## src/rtl/uart_tx_if.sv

```systemverilog
// Upstream beat handshake into uart_tx: valid/ready with a W_IN-bit payload.
interface uart_tx_if #(
    parameter int W_IN = 24
);
    logic            s_valid;
    logic [W_IN-1:0] s_data;
    logic            s_ready;

    modport master (output s_valid, s_data, input s_ready);
    modport slave  (input s_valid, s_data, output s_ready);
endinterface

```

## src/rtl/uart_tx.sv

```systemverilog
// Serialises each accepted W_IN-bit beat as NUM_WORDS back-to-back UART frames,
// word 0 first, data bits LSB first and inverted on the line.
module uart_tx #(
    parameter int CLOCKS_PER_PULSE = 4,
    parameter int BITS_PER_WORD    = 8,
    parameter int W_IN             = 24
) (
    input  logic      clk,
    input  logic      rstn,
    uart_tx_if.slave  up,
    output logic      tx,
    output logic      busy
);
    localparam int NUM_WORDS = W_IN / BITS_PER_WORD;
    localparam int CW = (CLOCKS_PER_PULSE > 1) ? $clog2(CLOCKS_PER_PULSE) : 1;
    localparam int BW = (BITS_PER_WORD > 1) ? $clog2(BITS_PER_WORD) : 1;
    localparam int WW = (NUM_WORDS > 1) ? $clog2(NUM_WORDS) : 1;

    localparam logic [CW-1:0] CLK_LAST  = CW'(CLOCKS_PER_PULSE - 1);
    localparam logic [BW-1:0] BIT_LAST  = BW'(BITS_PER_WORD - 1);
    localparam logic [WW-1:0] WORD_LAST = WW'(NUM_WORDS - 1);

    localparam logic [1:0] IDLE  = 2'd0;
    localparam logic [1:0] START = 2'd1;
    localparam logic [1:0] DATA  = 2'd2;
    localparam logic [1:0] STOP  = 2'd3;

    generate
        if ((W_IN % BITS_PER_WORD) != 0 || CLOCKS_PER_PULSE < 2) begin : g_bad_params
            $error("uart_tx: W_IN must be a multiple of BITS_PER_WORD and CLOCKS_PER_PULSE must be >= 2");
        end
    endgenerate

    logic [1:0]      state;
    logic [CW-1:0]   clk_cnt;
    logic [BW-1:0]   bit_cnt;
    logic [WW-1:0]   word_cnt;
    logic [W_IN-1:0] shift;
    logic [W_IN-1:0] shifted;
    logic            pulse_end;

    // The next data bit sits at shifted[0]; the register advances as each bit is launched.
    assign shifted   = shift >> 1;
    assign pulse_end = (clk_cnt == CLK_LAST);

    // NOTE: every register here uses non-blocking assignment so all state updates
    // see the pre-edge values, independent of statement order.
    always_ff @(posedge clk or negedge rstn) begin
        if (!rstn) begin
            // NOTE: the shift register is reset along with the control state so an
            // aborted beat leaves no residue for the next one.
            state      <= IDLE;
            clk_cnt    <= '0;
            bit_cnt    <= '0;
            word_cnt   <= '0;
            shift      <= '0;
            tx         <= 1'b1;
            busy       <= 1'b0;
            up.s_ready <= 1'b1;
        end else begin
            case (state)
                IDLE: begin
                    if (up.s_valid && up.s_ready) begin
                        state      <= START;
                        shift      <= up.s_data;
                        clk_cnt    <= '0;
                        tx         <= 1'b0;
                        busy       <= 1'b1;
                        up.s_ready <= 1'b0;
                    end
                end

                START: begin
                    if (pulse_end) begin
                        clk_cnt <= '0;
                        state   <= DATA;
                        tx      <= ~shift[0];
                    end else begin
                        clk_cnt <= clk_cnt + 1'b1;
                    end
                end

                DATA: begin
                    if (pulse_end) begin
                        clk_cnt <= '0;
                        shift   <= shifted;
                        if (bit_cnt == BIT_LAST) begin
                            bit_cnt <= '0;
                            state   <= STOP;
                            tx      <= 1'b1;
                        end else begin
                            bit_cnt <= bit_cnt + 1'b1;
                            tx      <= ~shifted[0];
                        end
                    end else begin
                        clk_cnt <= clk_cnt + 1'b1;
                    end
                end

                STOP: begin
                    if (pulse_end) begin
                        clk_cnt <= '0;
                        if (word_cnt == WORD_LAST) begin
                            // Last stop bit ends here: ready again on this same edge.
                            word_cnt   <= '0;
                            state      <= IDLE;
                            tx         <= 1'b1;
                            busy       <= 1'b0;
                            up.s_ready <= 1'b1;
                        end else begin
                            word_cnt <= word_cnt + 1'b1;
                            state    <= START;
                            tx       <= 1'b0;
                        end
                    end else begin
                        clk_cnt <= clk_cnt + 1'b1;
                    end
                end

                default: begin
                    state <= IDLE;
                end
            endcase
        end
    end
endmodule

```

## src/flat_wrapper.sv

```systemverilog
// flat-port wrapper written by rule: the top's interface ports become plain ports
module uart_tx_flat 
#(
    parameter int CLOCKS_PER_PULSE = 4,
    parameter int BITS_PER_WORD    = 8,
    parameter int W_IN             = 24
)
  (clk, rstn, tx, busy, up_s_valid, up_s_data, up_s_ready);
  uart_tx_if #(.W_IN(W_IN)) up_i ();
  input  logic clk;
  input  logic rstn;
  output logic tx;
  output logic busy;
  input wire logic [$bits(up_i.s_valid)-1:0] up_s_valid;
  input wire logic [$bits(up_i.s_data)-1:0] up_s_data;
  output wire logic [$bits(up_i.s_ready)-1:0] up_s_ready;
  assign up_i.s_valid = up_s_valid;
  assign up_i.s_data = up_s_data;
  assign up_s_ready = up_i.s_ready;
  uart_tx #(.CLOCKS_PER_PULSE(CLOCKS_PER_PULSE), .BITS_PER_WORD(BITS_PER_WORD), .W_IN(W_IN)) u_core (.clk(clk), .rstn(rstn), .up(up_i), .tx(tx), .busy(busy));
endmodule
```

## config.mk

```make
export PLATFORM = sky130hd
export DESIGN_NAME = uart_tx_flat
export DESIGN_NICKNAME = d
export VERILOG_FILES = /design/src/rtl/uart_tx_if.sv /design/src/rtl/uart_tx.sv /design/src/flat_wrapper.sv
export SDC_FILE = /design/constraint.sdc
export NUM_CORES = 1
export LEC_CHECK = 0
export CAP_MARGIN = 20
export CORE_MARGIN = 3
export CORE_UTILIZATION = 45
export CTS_BUF_LIST = sky130_fd_sc_hd__clkbuf_16
export CTS_CLUSTER_DIAMETER = 60
export CTS_CLUSTER_SIZE = 25
export DETAILED_ROUTE_END_ITERATION = 8
export GPL_TIMING_DRIVEN = 0
export PLACE_DENSITY_LB_ADDON = 0.1
export SLEW_MARGIN = 20
export SYNTH_ARGS = -nofsm -noshare
export SYNTH_HDL_FRONTEND = slang
export SYNTH_SLANG_ARGS = --single-unit
```

## constraint.sdc

```tcl
create_clock -name clk -period 1.62 [get_ports clk]
set_clock_uncertainty 0.1 [all_clocks]
set_input_delay 0.243 -clock clk [delete_from_list [all_inputs] [get_ports clk]]
set_output_delay 0.243 -clock clk [all_outputs]
set_load 0.01 [all_outputs]
```

=== After elaboration in Yosys (flattened, before gate mapping) ===
Cells that the tools add are included.

* Flip-flop bits (word level): 36
* Latch bits: 0
* Bits in writable memories: 0
* Bits in read-only memories: 0
* Output and inout port bits: 3
* Logic and storage cells: 65
* Memories: 0

* Add/subtract/negate cells: 3
* $mul: 0
* Div/mod/pow operators: 0
* Magnitude comparators: 0
* Eq/ne operators: 12
* Shift operators: 0
* Multiplexer cells: 29
* Bitwise logic cells: 2
* Reductions and logical operators: 11

{| class="wikitable"
|+ Operators with widths
! operator !! number
|-
| $mux 24 || 2
|-
| $pmux 24 s2 || 1
|-
| $mux 2 || 8
|-
| $mux 1 || 12
|-
| $ne 2x1->1 const B || 6
|-
| $eq 2x2->1 const B || 4
|-
| $pmux 2 s4 || 1
|-
| $reduce_and 4->1 || 2
|-
| $reduce_and 5->1 || 1
|-
| $add 2x1->2 const B || 2
|-
| $pmux 1 s2 || 2
|-
| $pmux 1 s4 || 1
|-
| $pmux 2 s2 || 1
|-
| $reduce_and 2->1 || 2
|-
| $reduce_bool 2->1 || 2
|-
| $add 3x1->3 const B || 1
|-
| $eq 3x3->1 const B || 1
|-
| $mux 3 || 1
|-
| $reduce_and 3->1 || 1
|-
| $reduce_or 3->1 || 1
|-
| $eq 2x1->1 const B || 1
|-
| $logic_not 2->1 || 1
|-
| $not 1->1 || 2
|-
| $logic_and 1x1->1 || 1
|}

=== Depth between registers and ports, before layout ===
* Word-level depth: 4
* Mapped depth: 9
* Depth with buffers taken out: 6

=== Least setup slack after synthesis ===
OpenSTA, ideal clock, no wires.

* Path kind: register to register
* Start point: register u_core.state[0]
* End point: register u_core.state[1]
* Data arrival time: 1447 ps
* Setup slack: -51 ps
* Cell stages (with the launch flop): 7
* Buffers on the path: 1
* Period minus slack after synthesis: 1671 ps
* Cell sequence: dfrtp_1 > inv_1 > ha_1 > buf_4 > inv_1 > o2111ai_1 > mux2_2

* Word-level cells in the longest chain between the ends: 3
* Elaborated cells between the ends (all ways): 11

{| class="wikitable"
|+ Ends and longest elaborated chain
! item !! RTL line !! source
|-
| start: declaration || uart_tx.sv:34 || <nowiki>logic [1:0] state;</nowiki>
|-
| start signal: assignment || uart_tx.sv:52 || <nowiki>state <= IDLE;</nowiki>
|-
| start signal: assignment || uart_tx.sv:64 || <nowiki>state <= START;</nowiki>
|-
| start signal: assignment || uart_tx.sv:76 || <nowiki>state <= DATA;</nowiki>
|-
| $eq 2x2->1 (tied with other cells) || uart_tx.sv:61 || <nowiki>case (state)</nowiki>
|-
| $ne 2x1->1 (no line) || n/a ||
|-
| $reduce_and 5->1 (no line) || n/a ||
|}

Parallel ways exist; a longest one is shown, timed or not.
A chain may end at the register's enable or synchronous reset.

=== Worst setup path in the final report ===
* Start point: register u_core.state[0]
* End point: register u_core.shift[18]

* Word-level cells in the longest chain between the ends: 3
* Elaborated cells between the ends (all ways): 7

{| class="wikitable"
|+ Ends and longest elaborated chain
! item !! RTL line !! source
|-
| $eq 2x2->1 or $logic_not 2->1 (tied branches) || uart_tx.sv:61 ||
|-
| $ne 2x1->1 (no line) or $reduce_bool 2->1 (tied branches) || n/a ||
|-
| $reduce_and 3->1 (no line) || n/a ||
|-
| end signal: assignment || uart_tx.sv:65 || <nowiki>shift <= up.s_data;</nowiki>
|-
| end signal: assignment || uart_tx.sv:86 || <nowiki>shift <= shifted;</nowiki>
|-
| end: declaration || uart_tx.sv:38 || <nowiki>logic [W_IN-1:0] shift;</nowiki>
|}

Parallel ways exist; a longest one is shown, timed or not.

==> run summary <==
overall routed net length: 3990 um
drt pass-1 iters: 4
Core Rows: 23
syn_nets: 207
core area: 4030 sq um
DR DRC count: 0
drt wl/cell: 14.8 um
Final Worst Setup Slack: -0.106 ns
post-place setup slack: -0.146 ns
CTS tree: yes
failing checks: negative setup slack
io pins: 30
first-pass GRT wire length: 6960 um
latest clock arrival within the worst-skew pair: 0.27 ns
via/cell ratio: 5.30
DR iter-0 viols: 42
Gate power share: 0.569
setup violators final: 26
CTS Sinks: 36
Netlist cell types: 31
initial core utilization: 0.472
Critical Path RT: 1.68 ns
switching share of power: 0.388
non-filler cells, final: 269
slew at the pin with the worst max-slew slack: 0.418 ns
crit end category: register
wire length on met3: 140 um
die height: 71.0 um
Leakage: 1.11 nW
initial antenna violation count: 0
asr flop ratio synth: 1.00
Final TNS setup: -1.74 ns
die width: 71.0 um
biggest area consumer among synthesized cells: dfrtp_1
YS warnings: 0
Power Dens Cells: 2230 nW/um^2
Reg clk slew, reported paths: 0.05 ns
Root Buffer: clkbuf_16
RSZ-0062 raised after global routing: yes
number of global-route vias before repair: 1508
dpl cell area: 2290 sq um
Slew headroom: 0.722
global-route usage over all layers: 0.177
port buffer count: 29
largest net degree at the start of global routing: 22
die area: 5040 sq um
Slew Viols, Final: 0
predominant post-synthesis flop cell: dfrtp_1
register area share after synthesis: 0.475
syn avg cell area: 11.0 sq um
final worst path period need: 1.73 ns
fill count: 313
Max-cap violations: 0
period utilization: 1.07
CTS buffer count: 5
max layer used: met4
Post-Syn Area: 1900 sq um
# diodes: 0
clock tree buffer depth: 2
Mapped Cells: 173
Clk pwr share: 0.147
Psw: 0.00233 W
run status: finished, violations left
CP startpoint kind: register
CTS H-Tree Depth: 2
Hold Fails Final Rpt: 0
critical path type: reg -> reg
Achievable Freq: 0.579 GHz
number of flops mapped to enable cells by yosys: 0
GRT overflow: 0
Yosys reg bits: 36
Synth area leaders: dfrtp_1 (45%), mux2i_1 (12%), a21oi_2 (6.4%)
internal power: 0.00367 W
DRT met1 WL: 1720 um
crit-path max FO: 10
WL met2: 2060 um
GPL Wtd Cong: 0.839
Routed Antenna Nets: 0
Inst Count DP: 253
share of the synthesized area in the top cell type: 0.447
Crit path arrival time: 1.78 ns
Design Area, Final: 2690 sq um
DR vias: 1425
Pwr Total: 0.00600 W
Final #Nets: 252
P&R area growth vs syn: 41.4%
sequential power share: 0.284
fraction of layout instances using a drive strength above 1: 0.374
Post-DP HPWL: 2760 um
HP Class: in -> async
VDD IR max: 1070 uV
cells by family (layout without fill, tap and decap cells):
| family | after synthesis | in the layout | synth area share |
|---|---|---|---|
| AO/OA/AOI/OAI | 44 | 44 | 0.165 |
| AND/OR/NAND/NOR | 42 | 42 | 0.108 |
| adder cells (fa/ha/maj) | 7 | 7 | 0.0461 |
| multiplexers | 27 | 27 | 0.145 |
| flip-flops | 36 | 36 | 0.475 |
| buffers and inverters | 17 | 63 | 0.0612 |
sequential cells by signal, indices dropped and copies added (netlist names):
register,cells
u_core.word_cnt,2
u_core.busy,1
u_core.state,2
u_core.shift,24
u_core.up.s_ready,1
u_core.clk_cnt,2
u_core.tx,1
u_core.bit_cnt,3
stage by stage:
step | hold slack (ns) | utilization
floorplan | -0.153 | -
global placement | 0.365 | 0.562
detailed placement | 0.101 | 0.568
CTS | 0.338 | 0.656
global route | 0.373 | 0.667
finish | 0.332 | 0.667
timing repair:
item                                    4_1_cts  5_1_grt
hold buffers                                  1        0
setup buffers                                 6        0
endpoints found under the setup margin       28       27
pin swaps                                     1        3
endpoints found under the hold margin        15        0
gates resized for setup                      37       11
cloned                                        1        0
worst max-delay path: stages (launching register included):
cell     delay, ns
dfrtp_1       0.41
inv_2         0.13
ha_4          0.15
a21bo_4       0.24
o211a_4       0.16
buf_8         0.14
buf_12        0.15
nor2_2        0.09
a21oi_2       0.04
power by group through the flow:
stage          Combinational, W  Sequential [W]  Clock, W
2_1_floorplan           0.00211         0.00157         0
3_3_place_gp            0.00248         0.00160         0
3_5_place_dp            0.00261         0.00164         0
4_1_cts                 0.00330         0.00166  0.000918
5_1_grt                 0.00375         0.00176  0.000953
6_report                0.00341         0.00170  0.000883
path summary, 6_finish.rpt:
check	from	endpoint	slack (ns)	cells after the start
worst max-delay path	u_core.state[0]	u_core.shift[18]	-0.11	8
worst min-delay path	rstn	u_core.clk_cnt[0]	0.33	2
min in group clk	u_core.bit_cnt[1]	u_core.bit_cnt[1]	0.40	2
worst min register to register	u_core.bit_cnt[1]	u_core.bit_cnt[1]	0.40	2
max in group asynchronous	rstn	u_core.tx	0.56	3
worst max register to register	u_core.state[0]	u_core.shift[18]	-0.11	8
layout make-up:
class	instances	area, sq um	share of cell area
Clock inverter	3	11.3	0.00419
Sequential cell	36	905	0.336
Tap cell	50	62.6	0.0233
Timing Repair Buffer	38	398	0.148
Clock buffer	5	125	0.0465
Buffer	11	116	0.0433
Inverter	6	22.5	0.00838
Multi-Input combinational cell	120	1050	0.390
layer usage:
metal,up-vias,GRT usage
met1,696,0.219
met5,-,0
li1,691,-
met3,7,0.0398
met2,31,0.292
met4,0,0.0877
synthesized netlist by cell type, types with 3 or more instances:
cell type  number
dfrtp_1        34
mux2i_1        23
nor2_1         17
a21oi_2        14
a21oi_1        12
o21ai_0         8
ha_1            7
nor2_2          7
inv_1           6
nand2_1         6
buf_2           5
nand3_1         5
mux2_2          4
nor2b_1         4
buf_6           3
layout by cell type (no fill, tap or decap), types with 4 or more instances in the layout:
master,n
buf_4,9
nand2_1,6
a21oi_1,4
mux2i_1,23
clkdlybuf4s50_1,26
nor2b_1,4
clkbuf_16,5
inv_1,4
nor2_4,10
o21ai_0,7
ha_1,5
nor2_1,7
nor2_2,7
a21oi_2,22
dfrtp_1,33
nand3_1,5
Power figures use the tool's default switching activity.
